**config.mk**
```make
export PLATFORM = sky130hd
export DESIGN_NAME = bingray_codec_pipe_flat
export DESIGN_NICKNAME = d
export VERILOG_FILES = /design/src/rtl/bingray_codec_pipe_pkg.sv /design/src/rtl/bingray_codec_pipe_if.sv /design/src/rtl/bingray_codec_pipe.sv /design/src/flat_wrapper.sv
export SDC_FILE = /design/constraint.sdc
export NUM_CORES = 1
export LEC_CHECK = 0
export BUFFER_PORTS_ARGS = -buffer_cell sky130_fd_sc_hd__buf_2
export CAP_MARGIN = 30
export CORE_MARGIN = 2
export CORE_UTILIZATION = 25
export CTS_CLUSTER_SIZE = 14
export DETAILED_ROUTE_END_ITERATION = 6
export GPL_TIMING_DRIVEN = 0
export PLACE_DENSITY_LB_ADDON = 0.2
export SETUP_SLACK_MARGIN = 0.5
export SLEW_MARGIN = 20
export SYNTH_ARGS = -nofsm -noshare
export SYNTH_HDL_FRONTEND = slang
export SYNTH_SLANG_ARGS = --single-unit
```
**constraint.sdc**
```tcl
create_clock -name clk -period 3 [get_ports clk]
set_input_delay 0.15 -clock clk [delete_from_list [all_inputs] [get_ports clk]]
set_output_delay 0.15 -clock clk [all_outputs]
set_load 0.01 [all_outputs]
```
**src/rtl/bingray_codec_pipe_pkg.sv**
```systemverilog
// Shared mode encoding and width-generic binary/Gray helpers (up to 32 bits).
// Callers zero-extend into 32 bits and pass the live width.
package bingray_pkg;

  typedef enum logic [1:0] {
    MODE_B2G     = 2'b00,
    MODE_G2B     = 2'b01,
    MODE_G2B_CHK = 2'b10,
    MODE_RSVD    = 2'b11
  } mode_e;

  localparam int unsigned MAX_W = 32;

  function automatic logic [MAX_W-1:0] width_mask(input int unsigned w);
    if (w >= MAX_W) return '1;
    return (32'd1 << w) - 32'd1;
  endfunction

  function automatic logic [MAX_W-1:0] bin2gray(input logic [MAX_W-1:0] b, input int unsigned w);
    logic [MAX_W-1:0] bm;
    bm = b & width_mask(w);
    return bm ^ (bm >> 1);
  endfunction

  // Prefix XOR from the MSB; bits above the live width are forced to zero.
  function automatic logic [MAX_W-1:0] gray2bin(input logic [MAX_W-1:0] g, input int unsigned w);
    logic [MAX_W-1:0] gm;
    logic [MAX_W-1:0] b;
    gm = g & width_mask(w);
    b = '0;
    b[MAX_W-1] = gm[MAX_W-1];
    for (int i = 30; i >= 0; i--) begin
      b[i] = b[i+1] ^ gm[i];
    end
    return b;
  endfunction

  function automatic logic is_one_hot(input logic [MAX_W-1:0] v);
    return (v != '0) && ((v & (v - 32'd1)) == '0);
  endfunction

endpackage

```
**src/rtl/bingray_codec_pipe_if.sv**
```systemverilog
// Producer/consumer stream bundle for the binary/Gray codec, plus its error-counter sideband.
// slave = codec side, master = the surrounding producer/consumer.
interface bingray_codec_pipe_if #(
  parameter int WIDTH = 4,
  parameter int CNT_W = 8
);
  logic             in_valid;
  logic             in_ready;
  logic [WIDTH-1:0] in_data;
  logic [1:0]       in_mode;
  logic             adj_clr;
  logic             out_valid;
  logic             out_ready;
  logic [WIDTH-1:0] out_data;
  logic             out_err;
  logic [CNT_W-1:0] err_cnt;
  logic             err_cnt_clr;

  modport slave (
    input  in_valid, in_data, in_mode, adj_clr, out_ready, err_cnt_clr,
    output in_ready, out_valid, out_data, out_err, err_cnt
  );

  modport master (
    output in_valid, in_data, in_mode, adj_clr, out_ready, err_cnt_clr,
    input  in_ready, out_valid, out_data, out_err, err_cnt
  );
endinterface

```
**src/rtl/bingray_codec_pipe.sv**
```systemverilog
// Pipelined binary<->Gray converter with Gray adjacency check; 2-cycle latency, 1 beat/cycle.
// Backpressure: each stage advances when the next is empty or draining; out beat held while stalled.
module bingray_codec_pipe
  import bingray_pkg::*;
#(
  parameter int WIDTH = 4,
  parameter int CNT_W = 8
) (
  input  logic                 clk,
  input  logic                 rst_n,
  bingray_codec_pipe_if.slave  bus
);

  localparam logic [CNT_W-1:0] CNT_MAX = '1;

  logic             s1_vld_q, s1_vld_d;
  logic [WIDTH-1:0] s1_dat_q, s1_dat_d;
  mode_e            s1_mode_q, s1_mode_d;
  logic             s1_adj_err_q, s1_adj_err_d;
  logic             s2_vld_q, s2_vld_d;
  logic [WIDTH-1:0] s2_dat_q, s2_dat_d;
  logic             s2_err_q, s2_err_d;
  logic [WIDTH-1:0] prev_dat_q, prev_dat_d;
  logic             prev_vld_q, prev_vld_d;
  logic [CNT_W-1:0] err_cnt_q, err_cnt_d;

  mode_e            in_mode;
  logic             in_is_chk, prev_live;
  logic             s2_rdy, in_rdy, in_fire, out_fire;
  logic [WIDTH-1:0] conv_dat;
  logic             conv_err;

  always_comb begin
    in_mode   = mode_e'(bus.in_mode);
    in_is_chk = (in_mode == MODE_G2B_CHK);
    s2_rdy    = !s2_vld_q || bus.out_ready;
    in_rdy    = !s1_vld_q || s2_rdy;
    in_fire   = bus.in_valid && in_rdy;
    out_fire  = s2_vld_q && bus.out_ready;
    // adj_clr drops history before the same-cycle beat is compared
    prev_live = prev_vld_q && !bus.adj_clr;

    s1_vld_d     = s1_vld_q;
    s1_dat_d     = s1_dat_q;
    s1_mode_d    = s1_mode_q;
    s1_adj_err_d = s1_adj_err_q;
    prev_dat_d   = prev_dat_q;
    prev_vld_d   = prev_vld_q;

    if (in_rdy) s1_vld_d = bus.in_valid;
    if (in_fire) begin
      s1_dat_d     = bus.in_data;
      s1_mode_d    = in_mode;
      s1_adj_err_d = in_is_chk && prev_live &&
                     !is_one_hot(32'(bus.in_data) ^ 32'(prev_dat_q));
    end
    if (bus.adj_clr) prev_vld_d = 1'b0;
    if (in_fire && in_is_chk) begin
      prev_dat_d = bus.in_data;
      prev_vld_d = 1'b1;
    end

    conv_dat = s1_dat_q;
    conv_err = 1'b0;
    case (s1_mode_q)
      MODE_B2G:     conv_dat = WIDTH'(bin2gray(32'(s1_dat_q), WIDTH));
      MODE_G2B:     conv_dat = WIDTH'(gray2bin(32'(s1_dat_q), WIDTH));
      MODE_G2B_CHK: begin
        conv_dat = WIDTH'(gray2bin(32'(s1_dat_q), WIDTH));
        conv_err = s1_adj_err_q;
      end
      default:      conv_err = 1'b1;
    endcase

    s2_vld_d = s2_vld_q;
    s2_dat_d = s2_dat_q;
    s2_err_d = s2_err_q;
    if (s2_rdy) begin
      s2_vld_d = s1_vld_q;
      if (s1_vld_q) begin
        s2_dat_d = conv_dat;
        s2_err_d = conv_err;
      end
    end

    err_cnt_d = err_cnt_q;
    if (bus.err_cnt_clr) begin
      err_cnt_d = '0;
    end else if (out_fire && s2_err_q && (err_cnt_q != CNT_MAX)) begin
      err_cnt_d = err_cnt_q + 1'b1;
    end
  end

  always_ff @(posedge clk or negedge rst_n) begin
    if (!rst_n) begin
      s1_vld_q     <= 1'b0;
      s1_dat_q     <= '0;
      s1_mode_q    <= MODE_B2G;
      s1_adj_err_q <= 1'b0;
      s2_vld_q     <= 1'b0;
      s2_dat_q     <= '0;
      s2_err_q     <= 1'b0;
      prev_dat_q   <= '0;
      prev_vld_q   <= 1'b0;
      err_cnt_q    <= '0;
    end else begin
      s1_vld_q     <= s1_vld_d;
      s1_dat_q     <= s1_dat_d;
      s1_mode_q    <= s1_mode_d;
      s1_adj_err_q <= s1_adj_err_d;
      s2_vld_q     <= s2_vld_d;
      s2_dat_q     <= s2_dat_d;
      s2_err_q     <= s2_err_d;
      prev_dat_q   <= prev_dat_d;
      prev_vld_q   <= prev_vld_d;
      err_cnt_q    <= err_cnt_d;
    end
  end

  assign bus.in_ready  = in_rdy;
  assign bus.out_valid = s2_vld_q;
  assign bus.out_data  = s2_dat_q;
  assign bus.out_err   = s2_err_q;
  assign bus.err_cnt   = err_cnt_q;

endmodule
```
**src/flat_wrapper.sv**
```systemverilog
// flat-port wrapper written by rule: the top's interface ports become plain ports
module bingray_codec_pipe_flat import bingray_pkg::*;
#(
  parameter int WIDTH = 4,
  parameter int CNT_W = 8
)
  (clk, rst_n, bus_in_valid, bus_in_data, bus_in_mode, bus_adj_clr, bus_out_ready, bus_err_cnt_clr, bus_in_ready, bus_out_valid, bus_out_data, bus_out_err, bus_err_cnt);
  bingray_codec_pipe_if #(.WIDTH(WIDTH), .CNT_W(CNT_W)) bus_i ();
  input  logic clk;
  input  logic rst_n;
  input wire logic [$bits(bus_i.in_valid)-1:0] bus_in_valid;
  input wire logic [$bits(bus_i.in_data)-1:0] bus_in_data;
  input wire logic [$bits(bus_i.in_mode)-1:0] bus_in_mode;
  input wire logic [$bits(bus_i.adj_clr)-1:0] bus_adj_clr;
  input wire logic [$bits(bus_i.out_ready)-1:0] bus_out_ready;
  input wire logic [$bits(bus_i.err_cnt_clr)-1:0] bus_err_cnt_clr;
  output wire logic [$bits(bus_i.in_ready)-1:0] bus_in_ready;
  output wire logic [$bits(bus_i.out_valid)-1:0] bus_out_valid;
  output wire logic [$bits(bus_i.out_data)-1:0] bus_out_data;
  output wire logic [$bits(bus_i.out_err)-1:0] bus_out_err;
  output wire logic [$bits(bus_i.err_cnt)-1:0] bus_err_cnt;
  assign bus_i.in_valid = bus_in_valid;
  assign bus_i.in_data = bus_in_data;
  assign bus_i.in_mode = bus_in_mode;
  assign bus_i.adj_clr = bus_adj_clr;
  assign bus_i.out_ready = bus_out_ready;
  assign bus_i.err_cnt_clr = bus_err_cnt_clr;
  assign bus_in_ready = bus_i.in_ready;
  assign bus_out_valid = bus_i.out_valid;
  assign bus_out_data = bus_i.out_data;
  assign bus_out_err = bus_i.out_err;
  assign bus_err_cnt = bus_i.err_cnt;
  bingray_codec_pipe #(.WIDTH(WIDTH), .CNT_W(CNT_W)) u_core (.clk(clk), .rst_n(rst_n), .bus(bus_i));
endmodule
```
==> flow_summary.rst <==
.. list-table::
   :header-rows: 1

   * - Metric
     - Value
   * - Final Cycle Share
     - a little under three fifths
   * - Number of gates resized after cts
     - 0
   * - Vias in the first global route
     - 1097
   * - CP startpoint kind
     - register
   * - Period minus WS final
     - approximately 1700 ps
   * - # H-tree levels
     - 1
   * - CTS buffer count
     - 3
   * - Fill cell count
     - roughly 580
   * - Complex-gate fraction of the synthesized area
     - about an eighth
   * - Setup Fix Bufs, Post-CTS
     - 0
   * - FP Rows
     - 27
   * - Number of antenna violations at the first check in global routing
     - 0
   * - Share of power burned in the clock network
     - about 23%
   * - Leading cell type in the layout, fill and taps excluded
     - sky130_fd_sc_hd__dfrtp_1
   * - Post-synthesis share of cell area spent on full adders, half adders and majority gates
     - around 3.5%
   * - Number of buffers added to fix hold violations after cts
     - 1
   * - Core Region
     - 5473 µm²
   * - Number of warnings issued by yosys
     - 0
   * - Total Wirelength
     - around 3000 µm
   * - Leftover overflow at the end of global routing
     - 0
   * - Worst slack at placement
     - around 1300 ps
   * - PortBufs
     - 25
   * - Leakage power summed over all cells
     - 0.7372 nW
   * - Switching share of total power
     - 30.05%
   * - Avg WL per Cell
     - 12.62 µm
   * - Worst VDD drop
     - 0.0002774 V
   * - Mapped Area
     - 1411 µm²
   * - GRT Total Usage
     - 10.07%
   * - Worst setup EP type
     - register
   * - Critical Path, Cell by Cell
     - inv_1 -> ha_1 -> or4b_1 -> a21oi_1 -> a211oi_1 -> a21oi_2
   * - Max Clk Rate
     - 0.5813 GHz
   * - DIE WIDTH
     - 79.14 µm
   * - Number of nets in the layout
     - 183
   * - Sequential element share of the synthesized area
     - a little under half
   * - Critical hold path startpoint
     - bus_adj_clr
   * - Worst Setup Slack, final
     - 1280 ps
   * - Worst path arrival time
     - 1930 ps
   * - Clock Path Buffers
     - 2
   * - Pint
     - about 620 µW
   * - Sequential group share of total power
     - 50.8%
   * - Vias per inst
     - about 4.7
   * - RR Startpoint
     - u_core.s1_mode_q[0]$_DFFE_PN0P_
   * - Pin count of the biggest net entering global routing
     - 28
   * - Synth Register Bits
     - 27
   * - Class of the most critical setup path
     - reg -> reg
   * - Hold-critical path depth
     - 2
   * - Post-Synthesis Net Count
     - 152
   * - TNS Setup
     - 0 ps
   * - Max Slew Vio Count
     - 0
   * - Area growth from synthesis to layout
     - 19.15%
   * - Cell area after placement
     - 1627 µm²
   * - Post-Layout Inst Area
     - about 1700 µm²
   * - Critical path required time
     - 3210 ps
   * - Number of iterations in the first detailed-routing pass
     - 4
   * - Violation count after the first detailed-route iteration
     - 19
   * - Initial core utilization
     - 25.79%
   * - Final setup fails
     - 0
   * - Total count of hold-check failures in the final report
     - 0
   * - Area enclosed by the die boundary
     - 6262 µm²
   * - Fin util
     - a little under a third
   * - DRC violations left
     - 0
   * - Share of async-settable or async-resettable flops after synthesis
     - 100.0%
   * - Endpoint of the lowest-slack register-to-register path
     - u_core.bus.out_data[0]$_DFFE_PN0P_
   * - Placed Instances
     - 233
   * - Root Driver
     - sky130_fd_sc_hd__clkbuf_8
   * - Share of final-layout standard cells stronger than drive strength 1
     - approximately 25%
   * - Number of instances in the synthesized netlist
     - between 100 and 150
   * - Worst hold slack
     - 94.45 ps
   * - Overall via count from detail_route
     - 1108
   * - Final weighted congestion in routability-driven placement
     - approximately 0.75
   * - Clock network latency to the later pin of the worst-skew pair
     - 270 ps
   * - Final standard cell count with taps included and fillers excluded
     - 238
   * - PD cells
     - 526.1 nW/µm²
   * - Max-cap viol count
     - 0
   * - Fraction of power consumed by combinational cells
     - roughly a quarter
   * - Flop-to-flop setup slack
     - 1280 ps
   * - Number of distinct library cells after synthesis
     - 37
   * - Pin slew with the least headroom to its limit
     - ~640 ps
   * - Predominant post-synthesis flop cell
     - sky130_fd_sc_hd__dfrtp_1
   * - Multiplexer share of the synthesized area
     - 12.32%
   * - Crit path largest cell delay
     - about 460 ps
   * - Remaining antenna violation count
     - 0
   * - Unrepaired setup endpoints after global routing
     - false
   * - Reported net switching power
     - 265.8 µW
   * - Number of enable-type register cells in the synthesized netlist
     - 0
   * - Post-DP HPWL
     - approximately 2300 µm
   * - CP max FO
     - 7
   * - Max stage delay cell, worst path
     - sky130_fd_sc_hd__or4b_1
   * - Global-route wire length before repair
     - 5009 µm
   * - Hold Path End
     - u_core.prev_vld_q$_DFFE_PN0P_
   * - Run status
     - finished, final reports clean
   * - TritonCTS clock tree
     - yes
   * - Average footprint of a synthesized cell
     - approximately 10 µm²
   * - Number of primary I/O pins
     - 27
   * - Setup Skew
     - 1.152 ps
   * - Worst R2R Path Depth
     - 6
   * - Die Y-Extent
     - 79.14 µm
   * - Commonest cells after routing, fill and taps aside
     - 27 x sky130_fd_sc_hd__dfrtp_1, 25 x sky130_fd_sc_hd__buf_2, 11 x sky130_fd_sc_hd__nor2_1, 11 x sky130_fd_sc_hd__mux2_2, 9 x sky130_fd_sc_hd__o21ai_0
   * - Hold Crit Class
     - in -> reg
   * - Overall power after layout
     - around 880 µW
   * - Antenna diode count
     - 0
   * - Dominant combinational cell family by area after synthesis
     - simple AND/OR/NAND/NOR gates
   * - Post-synthesis simple-gate area fraction
     - between 10% and 20%
   * - Sinks on Clock Net
     - 27
   * - Max_slew headroom
     - ~57%
   * - Xor and xnor fraction of the mapped netlist area
     - 4.965%
   * - Clock slew at reported path FFs
     - approximately 90 ps
worst max path at each step:
stage / startpoint / endpoint / slack (ps) / cells after the start
after floorplan: u_core.s1_mode_q[1]$_DFFE_PN0P_ / u_core.bus.out_data[0]$_DFFE_PN0P_ / 1450 / 6
after global placement: u_core.s1_mode_q[1]$_DFFE_PN0P_ / u_core.bus.out_data[0]$_DFFE_PN0P_ / 1370 / 6
after detailed placement: u_core.s1_mode_q[0]$_DFFE_PN0P_ / u_core.bus.out_data[0]$_DFFE_PN0P_ / 1300 / 6
after CTS: u_core.s1_mode_q[0]$_DFFE_PN0P_ / u_core.bus.out_data[0]$_DFFE_PN0P_ / 1270 / 6
after global routing: u_core.s1_mode_q[0]$_DFFE_PN0P_ / u_core.bus.out_data[0]$_DFFE_PN0P_ / 1190 / 6
final: u_core.s1_mode_q[0]$_DFFE_PN0P_ / u_core.bus.out_data[0]$_DFFE_PN0P_ / 1280 / 6
registers in the layout, indices dropped and copies added, names as in the netlist:
signal / cells
u_core.bus.err_cnt: 8
u_core.bus.out_data: 4
u_core.bus.out_err: 1
u_core.bus.out_valid: 1
u_core.prev_dat_q: 4
u_core.prev_vld_q: 1
u_core.s1_adj_err_q: 1
u_core.s1_dat_q: 4
u_core.s1_mode_q: 2
u_core.s1_vld_q: 1
cells by family after synthesis:
family                   Yosys count
multiplexers                      16
AND/OR/NAND/NOR                   44
XOR/XNOR                           8
AO/OA/AOI/OAI                     28
buffers and inverters              9
adder cells (fa/ha/maj)            4
flip-flops                        27
synthesized netlist by cell type (2+ instances only):
cell	n	area share, %
sky130_fd_sc_hd__nand2b_1	4	1.8
sky130_fd_sc_hd__nor2_1	11	2.9
sky130_fd_sc_hd__nand3_1	6	2.1
sky130_fd_sc_hd__and3_1	3	1.3
sky130_fd_sc_hd__mux2_2	11	8.8
sky130_fd_sc_hd__a21oi_1	6	2.1
sky130_fd_sc_hd__mux2i_1	5	3.5
sky130_fd_sc_hd__o211ai_1	2	1.1
sky130_fd_sc_hd__xor2_1	3	1.9
sky130_fd_sc_hd__a311oi_1	2	1.2
sky130_fd_sc_hd__ha_1	4	3.5
sky130_fd_sc_hd__xnor2_1	5	3.1
sky130_fd_sc_hd__nand4_1	2	0.89
sky130_fd_sc_hd__dfrtp_1	27	48
sky130_fd_sc_hd__inv_1	6	1.6
sky130_fd_sc_hd__o21ai_0	9	3.2
sky130_fd_sc_hd__a211oi_1	2	1.1
sky130_fd_sc_hd__nand2_1	8	2.1
sky130_fd_sc_hd__nor3_1	2	0.71
critical path: cells and delay by family, from the launching register on:
kind / cells / cell delay [ps]
AOI/OAI and AO/OA: 3 / 370
buffers and inverters: 1 / 70
and+or+nand+nor: 1 / 460
adders and majority gates: 1 / 380
DFF: 1 / 380
metal layers:
layer	track usage (%)	vias to the layer above	wire (µm)
met5	0	-	0
met4	1.552	0	12
met3	2.727	2	162
met2	19.15	22	1555
met1	11.36	535	1272
li1	-	549	-
power groups by stage:
stage | Sequential (mW) | Combinational (mW) | Clock, mW
floorplan | 0.460 | 0.153 | 0
finish | 0.449 | 0.232 | 0.204
detailed placement | 0.457 | 0.234 | 0
global route | 0.458 | 0.259 | 0.236
CTS | 0.449 | 0.236 | 0.221
global placement | 0.454 | 0.227 | 0
area by class of cell:
class / count / area (µm²) / share of cell area, %
Inverter: 6 / 22.52 / 1.339
Timing Repair Buffer: 26 / 135.1 / 8.036
Clock buffer: 4 / 45.04 / 2.679
Multi-Input combinational cell: 100 / 700.7 / 41.67
Sequential cell: 27 / 675.6 / 40.18
Buffer: 3 / 12.51 / 0.7440
Tap cell: 72 / 90.09 / 5.357
Power figures use the tool's default switching activity.
